==> src/rtl/updown_mod_counter.sv <==
// Up/down modulo-(MAX_VAL+1) counter with load, clear, wrap/saturate, tc pulse and sticky overflow.
// Define COUNTER_PRESCALE_EN to step only once every PRESC enabled cycles.
module updown_mod_counter #(
    parameter int WIDTH   = 7,
    parameter int MAX_VAL = 99,
    parameter int PRESC   = 4
) (
    input  logic             clk,
    input  logic             rst_n,
    input  logic             cnt_en,
    input  logic             dir,
    input  logic             sat_mode,
    input  logic             clr,
    input  logic             load,
    input  logic [WIDTH-1:0] load_val,
    input  logic             ovf_clr,
    output logic [WIDTH-1:0] out,
    output logic             tc,
    output logic             ovf
);

    localparam logic [WIDTH-1:0] MAX_C  = WIDTH'(MAX_VAL);
    localparam logic [WIDTH-1:0] ZERO_C = {WIDTH{1'b0}};

    logic [WIDTH-1:0] count_r;
    logic [WIDTH-1:0] count_nxt_s;
    logic             tc_r;
    logic             tc_nxt_s;
    logic             ovf_r;
    logic             ovf_nxt_s;
    logic             step_s;
    logic             at_bound_s;

`ifdef COUNTER_PRESCALE_EN
    localparam int PW = (PRESC > 1) ? $clog2(PRESC) : 1;
    localparam logic [PW-1:0] PRESC_LAST = PW'(PRESC - 1);

    logic [PW-1:0] presc_r;
    logic [PW-1:0] presc_nxt_s;

    assign step_s = cnt_en && (presc_r == PRESC_LAST);

    // Prescaler next state: zeroed by clr/load, advances on enabled cycles, wraps at PRESC-1.
    always_comb begin
        presc_nxt_s = presc_r;
        if (clr || load) begin
            presc_nxt_s = {PW{1'b0}};
        end else if (step_s) begin
            presc_nxt_s = {PW{1'b0}};
        end else if (cnt_en) begin
            presc_nxt_s = presc_r + 1'b1;
        end else begin
            presc_nxt_s = presc_r;
        end
    end

    // Prescaler register.
    always_ff @(posedge clk) begin
        if (!rst_n) begin
            presc_r <= {PW{1'b0}};
        end else begin
            presc_r <= presc_nxt_s;
        end
    end
`else
    assign step_s = cnt_en;
`endif

    assign at_bound_s = dir ? (count_r == MAX_C) : (count_r == ZERO_C);

    // Next-state logic in priority order clr > load > step > hold; a bound event beats ovf_clr.
    always_comb begin
        count_nxt_s = count_r;
        tc_nxt_s    = 1'b0;
        ovf_nxt_s   = ovf_r;
        if (clr) begin
            count_nxt_s = ZERO_C;
            ovf_nxt_s   = 1'b0;
        end else if (load) begin
            count_nxt_s = (load_val > MAX_C) ? MAX_C : load_val;
            ovf_nxt_s   = ovf_clr ? 1'b0 : ovf_r;
        end else if (step_s) begin
            if (at_bound_s) begin
                tc_nxt_s    = 1'b1;
                ovf_nxt_s   = 1'b1;
                if (sat_mode) begin
                    count_nxt_s = count_r;
                end else begin
                    count_nxt_s = dir ? ZERO_C : MAX_C;
                end
            end else begin
                count_nxt_s = dir ? (count_r + 1'b1) : (count_r - 1'b1);
                ovf_nxt_s   = ovf_clr ? 1'b0 : ovf_r;
            end
        end else begin
            ovf_nxt_s = ovf_clr ? 1'b0 : ovf_r;
        end
    end

    // State registers with synchronous active-low reset.
    always_ff @(posedge clk) begin
        if (!rst_n) begin
            count_r <= ZERO_C;
            tc_r    <= 1'b0;
            ovf_r   <= 1'b0;
        end else begin
            count_r <= count_nxt_s;
            tc_r    <= tc_nxt_s;
            ovf_r   <= ovf_nxt_s;
        end
    end

    assign out = count_r;
    assign tc  = tc_r;
    assign ovf = ovf_r;

endmodule

==> config.mk <==
export PLATFORM = sky130hd
export DESIGN_NAME = updown_mod_counter
export DESIGN_NICKNAME = d
export VERILOG_FILES = /design/src/rtl/updown_mod_counter.sv
export SDC_FILE = /design/constraint.sdc
export NUM_CORES = 1
export LEC_CHECK = 0
export CAP_MARGIN = 10
export CORE_MARGIN = 8
export CORE_UTILIZATION = 48
export CTS_CLUSTER_DIAMETER = 80
export DETAILED_ROUTE_END_ITERATION = 6
export GPL_TIMING_DRIVEN = 0
export PLACE_DENSITY = 0.84
export SLEW_MARGIN = 20
export SYNTH_ARGS = -nofsm -noshare
export SYNTH_HDL_FRONTEND = slang
export SYNTH_SLANG_ARGS = --single-unit
==> constraint.sdc <==
create_clock -name clk -period 4.8 [get_ports clk]
set_input_delay 1.2 -clock clk [delete_from_list [all_inputs] [get_ports clk]]
set_output_delay 1.2 -clock clk [all_outputs]
set_load 0.05 [all_outputs]
==> results by group, run 1 <==
Logic synthesis
  – Synth Cell Area: roughly 760 sq um
  – Cell variety after synth: between 40 and 50
  – Area leader, netlist: dfxtp_1
  – Synth Register Bits: 9
  – Gate count of the mapped netlist: 89
  – Sequential fraction of the synthesis area: 23.6%
  – Number of enable flip-flop cells after synthesis: 0
  – Area fraction of the dominant cell type after synthesis: 23.6%
  – Top post-synthesis cells by area: dfxtp_1, ha_1, a21oi_1
  – Top cell types by occurrence after synthesis: a21oi_1, dfxtp_1, nor2_1
  – Number of nets in the synthesized netlist: 110
  – Number of synthesis warnings: 0
  – Most used flip-flop cell after synthesis: dfxtp_1
  – Share of flip-flops with an asynchronous set or reset after synthesis: 0%
  – Average cell area after synthesis: 8.56 sq um

Worst setup path
  – Critical path fanouts, max: 6
  – WP data required: approximately 5000 ps
  – Kind of cell adding the most delay to the critical path: compound AO/OA/AOI/OAI gates
  – Critical Path End Type: flip-flop
  – Reg-to-reg setup timing slack: 2580 ps
  – Logic depth of the worst register-to-register path: 6
  – Worst r2r dst: out[6]$_SDFFE_PP0P_
  – Cell-by-cell listing of the critical path: buf_2 > inv_1 > fa_1 > a211oi_1 > nor2_1 > o21a_1 > or4b_1 > a31oi_1
  – Type of the setup path with the least slack: in2reg
  – FF-to-FF Start: out[0]$_SDFFE_PP0P_
  – Kind of start point of the critical path: input port
  – First element of the critical path: dir
  – Last element of the critical path: out[6]$_SDFFE_PP0P_
  – Slowest Stage Delay on Critical Path: 510 ps
  – Slowest cell on the critical path: fa_1
  – Endpoint arrival time on the critical path: 3290 ps
  – Buffers plus inverters on the worst setup path: 2
  – Logic depth of the worst path, buffers included: 8

STA
  – Setup repair after global routing missed its margin: no
  – Sum Neg Setup Slack: 0 ps
  – Final hold slack: 585 ps
  – Setup skew after layout: just under 0.9 ps
  – Min cycle time layout: 3090 ps
  – Number of pins exceeding their max-slew limit in the final report: 0
  – Slew margin rel.: 66.5%
  – Maximum clock frequency: 323 MHz
  – Actual slew at the worst max-slew pin: 501 ps
  – Endpoints failing hold: 0
  – # setup viols final: 0
  – Final setup margin: 1710 ps
  – Fraction of the cycle the final worst path needs: 64.4%

Outcome
  – Status: completed

Detailed routing
  – Routed length on met3: 170 microns
  – Antenna viol nets, final: 0
  – Number of DRC violations after detailed routing: 0
  – Detail-routed net length per standard cell: ~15 microns
  – Total detailed-routing wirelength: 1990 microns
  – Sum of met2 wire segment lengths after detailed routing: 978 microns
  – Via Count: 783
  – Detail-routed via count per cell: 6.02
  – First-iteration detailed-routing DRC count: 13
  – Uppermost signal routing layer after detailed routing: met4
  – DR pass1 iterations: 6
  – Metal1 wirelength: 841 microns

CTS
  – Register clock-pin slew on the reported worst setup and hold paths: 60 ps
  – Number of setup buffers added after CTS: 0
  – Clock tree buffer depth: 2
  – CTS tree: yes
  – CTS root buf: clkbuf_4
  – Max H-tree Level: 1
  – Clock insertion delay at the later pin of the skew report: 260 ps
  – Number of buffers inserted during clock tree synthesis: 3
  – Count of instances resized after the clock tree is built: 0
  – CTS sink cnt: 9
  – Hold buffer count at CTS: 0

Floorplan
  – Vertical die dimension: 55.8 microns
  – Area of the core region: about 1500 sq um
  – Overall die width: ~56 microns
  – Full die area: 3120 sq um
  – Number of top-level pins: 24
  – Starting density of the core: 50.6%
  – Std-Cell Rows: 14

Layout
  – Final Net Count: 136
  – Fraction of final layout cells sized beyond drive strength 1: a little under an eighth
  – Number of filler instances in the final layout: 128
  – Post-route cell area: 1020 sq um
  – Total inserted antenna cells: 0
  – Area overhead of the layout relative to synthesis: 33.7%

Power
  – Power per standard cell area: roughly 240 nW/um^2
  – Post-layout total power: 245 uW
  – Worst VDD drop: 0.151 mV
  – Leakage: 0.000413 uW

Flow run
  – Number of violations of the max-capacitance limit: 0

Global route
  – Largest net degree at the start of global routing: 11
  – Via count of the first global-routing pass: around 850
  – Wire length of the first global-routing pass: 3590 microns
  – Antenna violations before repair: 0
  – Sum of overflow across all layers after global routing: 0
  – Global router's overall resource usage: 13.2%

Place
  – Placed standard-cell area: 992 sq um
  – HPWL Detailed: 1590 microns
  – Quantity of I/O buffers inserted on ports: 21
  – Worst-case setup slack after placement: around 1500 ps
  – Last weighted congestion value of the routability-driven placer: 0.818

Worst hold path
  – Classification of the worst-slack hold path: reg2reg
[power breakdown]
part / leakage, uW / internal, uW / total (uW) / switching (uW)
clock network: 0.0000150 / 32.1 / 61.1 / 28.9
registers: 0.0000736 / 78.7 / 85.0 / 6.33
logic: 0.000324 / 44.0 / 98.9 / 54.9
total: 0.000413 / 155 / 245 / 90.1
[flip-flops by register name, summed over array words and instances, names as in the netlist]
register / cells
out: 7
ovf: 1
tc: 1
[placed cells by master, fill, tap and decap left out, types with 2 or more instances in the layout]
| cell | count |
|---|---|
| a32oi_1 | 3 |
| o21ai_0 | 4 |
| clkbuf_4 | 3 |
| a211oi_2 | 3 |
| nor2_1 | 8 |
| nand2_1 | 3 |
| nor3_1 | 2 |
| mux2i_1 | 2 |
| a21oi_1 | 9 |
| ha_1 | 5 |
| clkdlybuf4s50_1 | 21 |
| clkbuf_1 | 2 |
| o21ai_1 | 2 |
| inv_1 | 6 |
| a211oi_1 | 3 |
| xor2_1 | 2 |
| dfxtp_1 | 9 |
| a21o_1 | 2 |
[routing by layer]
metal | track usage (%) | vias to the layer above
met4 | 3.09 | 0
met5 | 0 | -
met3 | 7.31 | 2
li1 | - | 390
met1 | 13.7 | 368
met2 | 22.8 | 23
[kinds of logic after synthesis]
logic type / Yosys count / synth area share (%)
multiplexers: 3 / 5.58
adder cells (fa/ha/maj): 6 / 10.8
buffers and inverters: 10 / 6.07
AO/OA/AOI/OAI: 36 / 34.5
AND/OR/NAND/NOR: 22 / 15.9
XOR/XNOR: 3 / 3.45
flip-flops: 9 / 23.6
[final cells by class]
class / count / area (sq um) / share of cell area [%]
multi-input combinational: 70 / 536 / 52.6
clock buffer: 4 / 26.3 / 2.58
sequential: 9 / 180 / 17.7
tap: 16 / 20.0 / 1.97
buffer: 4 / 23.8 / 2.33
inverter: 6 / 22.5 / 2.21
timing repair buffer: 21 / 210 / 20.6
[metrics by stage]
step | instances | util (%)
6_report | 130 | 67.6
5_1_grt | 130 | 67.6
4_1_cts | 130 | 67.6
3_5_place_dp | 126 | 65.9
3_3_place_gp | 126 | 65.9
2_1_floorplan | 89 | -
[worst register-to-register path: stages (launching register included)]
cell	delay, ps
dfxtp_1	410
fa_1	500
a211oi_1	300
nor2_1	110
o21a_1	190
or4b_1	490
a31oi_1	160
[worst min-delay path by stage]
| stage | startpoint | end | slack (ps) | depth (start not counted) |
|---|---|---|---|---|
| floorplan | out[5]$_SDFFE_PP0P_ | out[5]$_SDFFE_PP0P_ | 770 | 2 |
| global placement | out[3]$_SDFFE_PP0P_ | out[3]$_SDFFE_PP0P_ | 570 | 2 |
| detailed placement | out[2]$_SDFFE_PP0P_ | out[2]$_SDFFE_PP0P_ | 580 | 2 |
| CTS | ovf$_SDFF_PP0_ | ovf$_SDFF_PP0_ | 590 | 3 |
| global route | out[3]$_SDFFE_PP0P_ | out[3]$_SDFFE_PP0P_ | 620 | 2 |
| finish | out[6]$_SDFFE_PP0P_ | out[6]$_SDFFE_PP0P_ | 580 | 2 |
(Power assumes the default switching activity.)
==> inputs of run 2 (changes only) <==
Settings changed: CORE_UTILIZATION 48 to 41, PLACE_DENSITY 0.84 to 0.77.
Clock period 4.8 ns to 2.7 ns, I/O delays scaled along.
==> results by group, run 2 (same netlist as run 1, synthesis figures left out) <==
Outcome
  – Status: completed

Global route
  – Global router's overall resource usage: 12.2%
  – Largest net degree at the start of global routing: 11
  – Antenna violations before repair: 0
  – Via count of the first global-routing pass: 766
  – Sum of overflow across all layers after global routing: 0
  – Wire length of the first global-routing pass: 3290 microns

CTS
  – Max H-tree Level: 1
  – CTS tree: yes
  – Register clock-pin slew on the reported worst setup and hold paths: approximately 70 ps
  – Count of instances resized after the clock tree is built: 0
  – Hold buffer count at CTS: 0
  – Number of buffers inserted during clock tree synthesis: 3
  – CTS sink cnt: 9
  – CTS root buf: clkbuf_4
  – Clock insertion delay at the later pin of the skew report: 270 ps
  – Clock tree buffer depth: 2
  – Number of setup buffers added after CTS: 0

Layout
  – Total inserted antenna cells: 0
  – Fraction of final layout cells sized beyond drive strength 1: 11.4%
  – Multi-input combinational cell area: 536 sq um
  – Top library cells by usage in the layout, fill and taps aside: clkdlybuf4s50_1, a21oi_1, dfxtp_1
  – Most common cell after layout, fill and taps aside: clkdlybuf4s50_1
  – Number of filler instances in the final layout: 170
  – Final Net Count: 136
  – Final core utilization: about three fifths
  – Post-route non-filler standard cell count: 139
  – Area overhead of the layout relative to synthesis: 35.1%
  – Number of flip-flops under the largest register name: 7
  – Sequential cell area: 180 sq um

Power
  – Sequential cell fraction of total power: 34.6%
  – Switching part of the total: a little under two fifths
  – Internal power: 275 uW
  – Clock network fraction of total power: 25.6%
  – Post-layout total power: 437 uW
  – Leakage: 0.000413 uW
  – Power per standard cell area: 425 nW/um^2
  – Power dissipated by switching net loads: about 160 uW
  – Worst VDD drop: 0.326 mV
  – Logic gate share of total power: 39.8%

Detailed routing
  – Sum of met2 wire segment lengths after detailed routing: between 900 and 1000 microns
  – Number of DRC violations after detailed routing: 0
  – Antenna viol nets, final: 0
  – First-iteration detailed-routing DRC count: 14
  – Detail-routed via count per cell: ~5.6
  – Total detailed-routing wirelength: a little over 2000 microns
  – DR pass1 iterations: 4
  – Detail-routed net length per standard cell: 14.5 microns
  – Routed length on met3: 139 microns
  – Uppermost signal routing layer after detailed routing: met4
  – Via Count: ~800
  – Metal1 wirelength: 921 microns

Worst hold path
  – Classification of the worst-slack hold path: reg2reg
  – Beginning of the worst hold path: out[3]$_SDFFE_PP0P_
  – Worst Hold Depth: 2
  – Worst Hold Path EP: out[3]$_SDFFE_PP0P_

Worst setup path
  – Cell-by-cell listing of the critical path: buf_2 > inv_1 > fa_1 > a211oi_1 > nor2_1 > o21a_1 > or4b_1 > a31oi_1
  – Worst r2r dst: out[6]$_SDFFE_PP0P_
  – Slowest Stage Delay on Critical Path: 510 ps
  – Endpoint arrival time on the critical path: 2760 ps
  – Critical Path End Type: flip-flop
  – WP data required: 2900 ps
  – Reg-to-reg setup timing slack: ~500 ps
  – Slowest cell on the critical path: fa_1
  – Critical path fanouts, max: 6
  – Logic depth of the worst register-to-register path: 6
  – Type of the setup path with the least slack: in2reg
  – FF-to-FF Start: out[0]$_SDFFE_PP0P_
  – Kind of start point of the critical path: input port

Place
  – Quantity of I/O buffers inserted on ports: 21
  – Last weighted congestion value of the routability-driven placer: 0.866
  – HPWL Detailed: 1590 microns
  – Placed cell count: approximately 140
  – Worst-case setup slack after placement: -102 ps

Floorplan
  – Area of the core region: 1750 sq um
  – Overall die width: around 59 microns
  – Full die area: between 3000 and 4000 sq um
  – Vertical die dimension: 59.1 microns
  – Starting density of the core: 43.7%
  – Std-Cell Rows: 15
  – Number of top-level pins: 24

STA
  – Final setup margin: 144 ps
  – Setup skew after layout: 3.19 ps
  – Final hold slack: a little under 600 ps
  – Endpoints failing hold: 0
  – Maximum clock frequency: 391 MHz
  – Slew margin rel.: ~65%
  – # setup viols final: 0
  – Number of pins exceeding their max-slew limit in the final report: 0
  – Min cycle time layout: 2560 ps
  – Actual slew at the worst max-slew pin: between 500 and 600 ps
  – Fraction of the cycle the final worst path needs: 94.7%
  – Setup repair after global routing missed its margin: no

Flow run
  – Number of violations of the max-capacitance limit: 0
-- run 2: power by group through the flow --
| stage | logic [uW] | clock network, uW | registers, uW |
|---|---|---|---|
| after floorplan | 96.8 | 0 | 176 |
| after global placement | 169 | 0 | 154 |
| after detailed placement | 173 | 0 | 154 |
| after CTS | 174 | 113 | 151 |
| after global routing | 189 | 124 | 153 |
| final | 174 | 112 | 151 |
-- run 2: layout make-up --
type	count	share of cell area, %
multi-input cells	70	52.0
well taps	25	3.04
flip-flops and latches	9	17.5
repair buffers	21	20.4
plain buffers	4	2.31
inverters	6	2.19
clock buffers	4	2.55
-- run 2: metrics by stage --
step	area (sq um)	setup TNS [ps]
floorplan	762	0
global placement	1000	-58.2
detailed placement	1000	-102
CTS	1030	0
global route	1030	0
finish	1030	0
-- run 2: worst max path at each step --
stage,start,cells after the start,end
after detailed placement,dir,8,out[6]$_SDFFE_PP0P_
after global routing,dir,8,out[6]$_SDFFE_PP0P_
after global placement,dir,8,out[6]$_SDFFE_PP0P_
after floorplan,dir,8,out[6]$_SDFFE_PP0P_
final,dir,8,out[6]$_SDFFE_PP0P_
after CTS,dir,8,out[6]$_SDFFE_PP0P_
-- run 2: worst max-delay path, delay by kind of cell --
family,cells,cell delay [ps]
AOI/OAI and AO/OA,3,630
adders and majority gates,1,510
buffers and inverters,2,340
and+or+nand+nor,2,600
-- run 2: metal layers --
metal  global-route usage (%)  vias up
met5                        0        -
met4                     5.12        0
met3                     5.64        6
met2                     19.0       24
met1                     14.0      365
li1                         -      388
==> inputs of run 3 (changes only) <==
Settings changed: RECOVER_POWER set to 25.
Clock period 2.7 ns to 2.3 ns, I/O delays scaled along.
==> results by group, run 3 (same netlist as run 1, synthesis figures left out) <==
Floorplan
  – Area of the core region: about 1700 sq um
  – Starting density of the core: 43.7%
  – Vertical die dimension: between 50 and 60 microns
  – Overall die width: 59.1 microns
  – Number of top-level pins: 24
  – Std-Cell Rows: 15
  – Full die area: 3490 sq um

STA
  – Number of pins exceeding their max-slew limit in the final report: 0
  – Fraction of the cycle the final worst path needs: between 90% and 100%
  – Final setup margin: between 150 and 200 ps
  – Slew margin rel.: 60.7%
  – Endpoints failing hold: 0
  – Sum Neg Setup Slack: 0 ps
  – Setup repair after global routing missed its margin: no
  – Min cycle time layout: roughly 2100 ps
  – Maximum clock frequency: around 470 MHz
  – Actual slew at the worst max-slew pin: 592 ps
  – # setup viols final: 0
  – Setup skew after layout: 0.568 ps

CTS
  – CTS sink cnt: 9
  – Hold buffer count at CTS: 0
  – Clock tree buffer depth: 2
  – Max H-tree Level: 1
  – CTS tree: yes
  – CTS root buf: clkbuf_4
  – Clock insertion delay at the later pin of the skew report: 260 ps
  – Number of buffers inserted during clock tree synthesis: 3
  – Register clock-pin slew on the reported worst setup and hold paths: 70 ps

Worst setup path
  – Slowest cell on the critical path: clkdlybuf4s50_1
  – Endpoint arrival time on the critical path: 1570 ps
  – FF-to-FF Start: out[0]$_SDFFE_PP0P_
  – Critical path fanouts, max: 7
  – Kind of cell adding the most delay to the critical path: buffers and inverters
  – Kind of start point of the critical path: flip-flop
  – Type of the setup path with the least slack: reg2out
  – Slowest Stage Delay on Critical Path: 850 ps
  – Worst r2r dst: out[6]$_SDFFE_PP0P_
  – Buffers plus inverters on the worst setup path: 1
  – Reg-to-reg setup timing slack: 210 ps
  – Critical Path End Type: output pin
  – Cell-by-cell listing of the critical path: clkdlybuf4s50_1
  – WP data required: 1730 ps
  – Logic depth of the worst register-to-register path: 6

Worst hold path
  – Classification of the worst-slack hold path: reg2reg
  – Worst Hold Depth: 2
  – Worst Hold Path EP: out[2]$_SDFFE_PP0P_
  – Beginning of the worst hold path: out[2]$_SDFFE_PP0P_

Layout
  – Final Net Count: 136
  – Number of filler instances in the final layout: approximately 170
  – Total inserted antenna cells: 0
  – Final core utilization: 58.6%
  – Top library cells by usage in the layout, fill and taps aside: clkdlybuf4s50_1, a21oi_1, dfxtp_1
  – Fraction of final layout cells sized beyond drive strength 1: 12.3%
  – Number of flip-flops under the largest register name: 7
  – Most common cell after layout, fill and taps aside: clkdlybuf4s50_1
  – Area overhead of the layout relative to synthesis: 34.3%

Detailed routing
  – First-iteration detailed-routing DRC count: 12
  – Total detailed-routing wirelength: 1930 microns
  – Detail-routed via count per cell: roughly 5.5
  – Number of DRC violations after detailed routing: 0
  – Via Count: 770
  – DR pass1 iterations: 5
  – Antenna viol nets, final: 0
  – Detail-routed net length per standard cell: about 14 microns

Power
  – Leakage: 0.000411 uW
  – Sequential cell fraction of total power: 35.2%
  – Clock network fraction of total power: 25.4%
  – Internal power: between 300 and 400 uW
  – Power dissipated by switching net loads: 184 uW
  – Logic gate share of total power: 39.4%
  – Worst VDD drop: 0.424 mV
  – Power per standard cell area: 492 nW/um^2
  – Switching part of the total: 36.6%

Global route
  – Sum of overflow across all layers after global routing: 0
  – Global router's overall resource usage: 12.0%
  – Antenna violations before repair: 0
  – Largest net degree at the start of global routing: 11
  – Wire length of the first global-routing pass: between 3000 and 4000 microns
  – Via count of the first global-routing pass: 810

Place
  – Last weighted congestion value of the routability-driven placer: 0.808
  – HPWL Detailed: ~1600 microns
  – Quantity of I/O buffers inserted on ports: 21
  – Worst-case setup slack after placement: -48.9 ps

Outcome
  – Status: completed

Flow run
  – Number of violations of the max-capacitance limit: 0
[run 3: repair_timing]
| item | CTS | global route |
|---|---|---|
| gates resized for setup | 0 | 1 |
| endpoints found under the setup margin | 0 | 1 |
| buffers inserted | 0 | 0 |
[run 3: worst max-delay path by stage]
stage	startpoint	to	slack, ps	cells after the start
after floorplan	dir	out[6]$_SDFFE_PP0P_	30	8
after global placement	dir	out[6]$_SDFFE_PP0P_	-40	8
after detailed placement	dir	out[6]$_SDFFE_PP0P_	-50	8
after CTS	out[0]$_SDFFE_PP0P_	out[0]	40	1
after global routing	out[0]$_SDFFE_PP0P_	out[0]$_SDFFE_PP0P_	50	6
final	out[1]$_SDFFE_PP0P_	out[1]	150	1
[run 3: metal layers]
layer / wire length [microns] / up-vias / share of wire (%) / global-route usage (%)
met5: 0 / - / 0 / 0
li1: - / 389 / - / -
met4: 11 / 0 / 0.57 / 3.07
met3: 150 / 2 / 7.8 / 5.64
met1: 872 / 360 / 45 / 13.4
met2: 897 / 19 / 46 / 20.1
[run 3: power by group through the flow]
stage / Clock [uW] / Combinational [uW] / Sequential (uW)
after floorplan: 0 / 118 / 207
after global placement: 0 / 203 / 181
after detailed placement: 0 / 206 / 181
after CTS: 131 / 207 / 178
after global routing: 142 / 218 / 179
final: 128 / 198 / 177
[run 3: metrics by stage]
step / hold slack, ps / total power (uW) / instance area (sq um) / instances
2_1_floorplan: 757 / 325 / 778 / 89
3_3_place_gp: 569 / 384 / 1020 / 135
3_5_place_dp: 580 / 387 / 1020 / 135
4_1_cts: 591 / 516 / 1050 / 139
5_1_grt: 615 / 538 / 1020 / 139
6_report: 581 / 503 / 1020 / 139
[run 3: area by class of cell]
type	instances	area, sq um	area share (%)
Timing Repair Buffer	21	204	19.9
Clock buffer	4	26.3	2.57
Inverter	6	25.0	2.44
Multi-Input combinational cell	70	527	51.5
Buffer	4	30.0	2.93
Tap cell	25	31.3	3.06
Sequential cell	9	180	17.6
[run 3: worst min-delay path: stages, from the launching register on]
cell	delay (ps)
dfxtp_1	340
nor2_1	130
a211oi_2	60
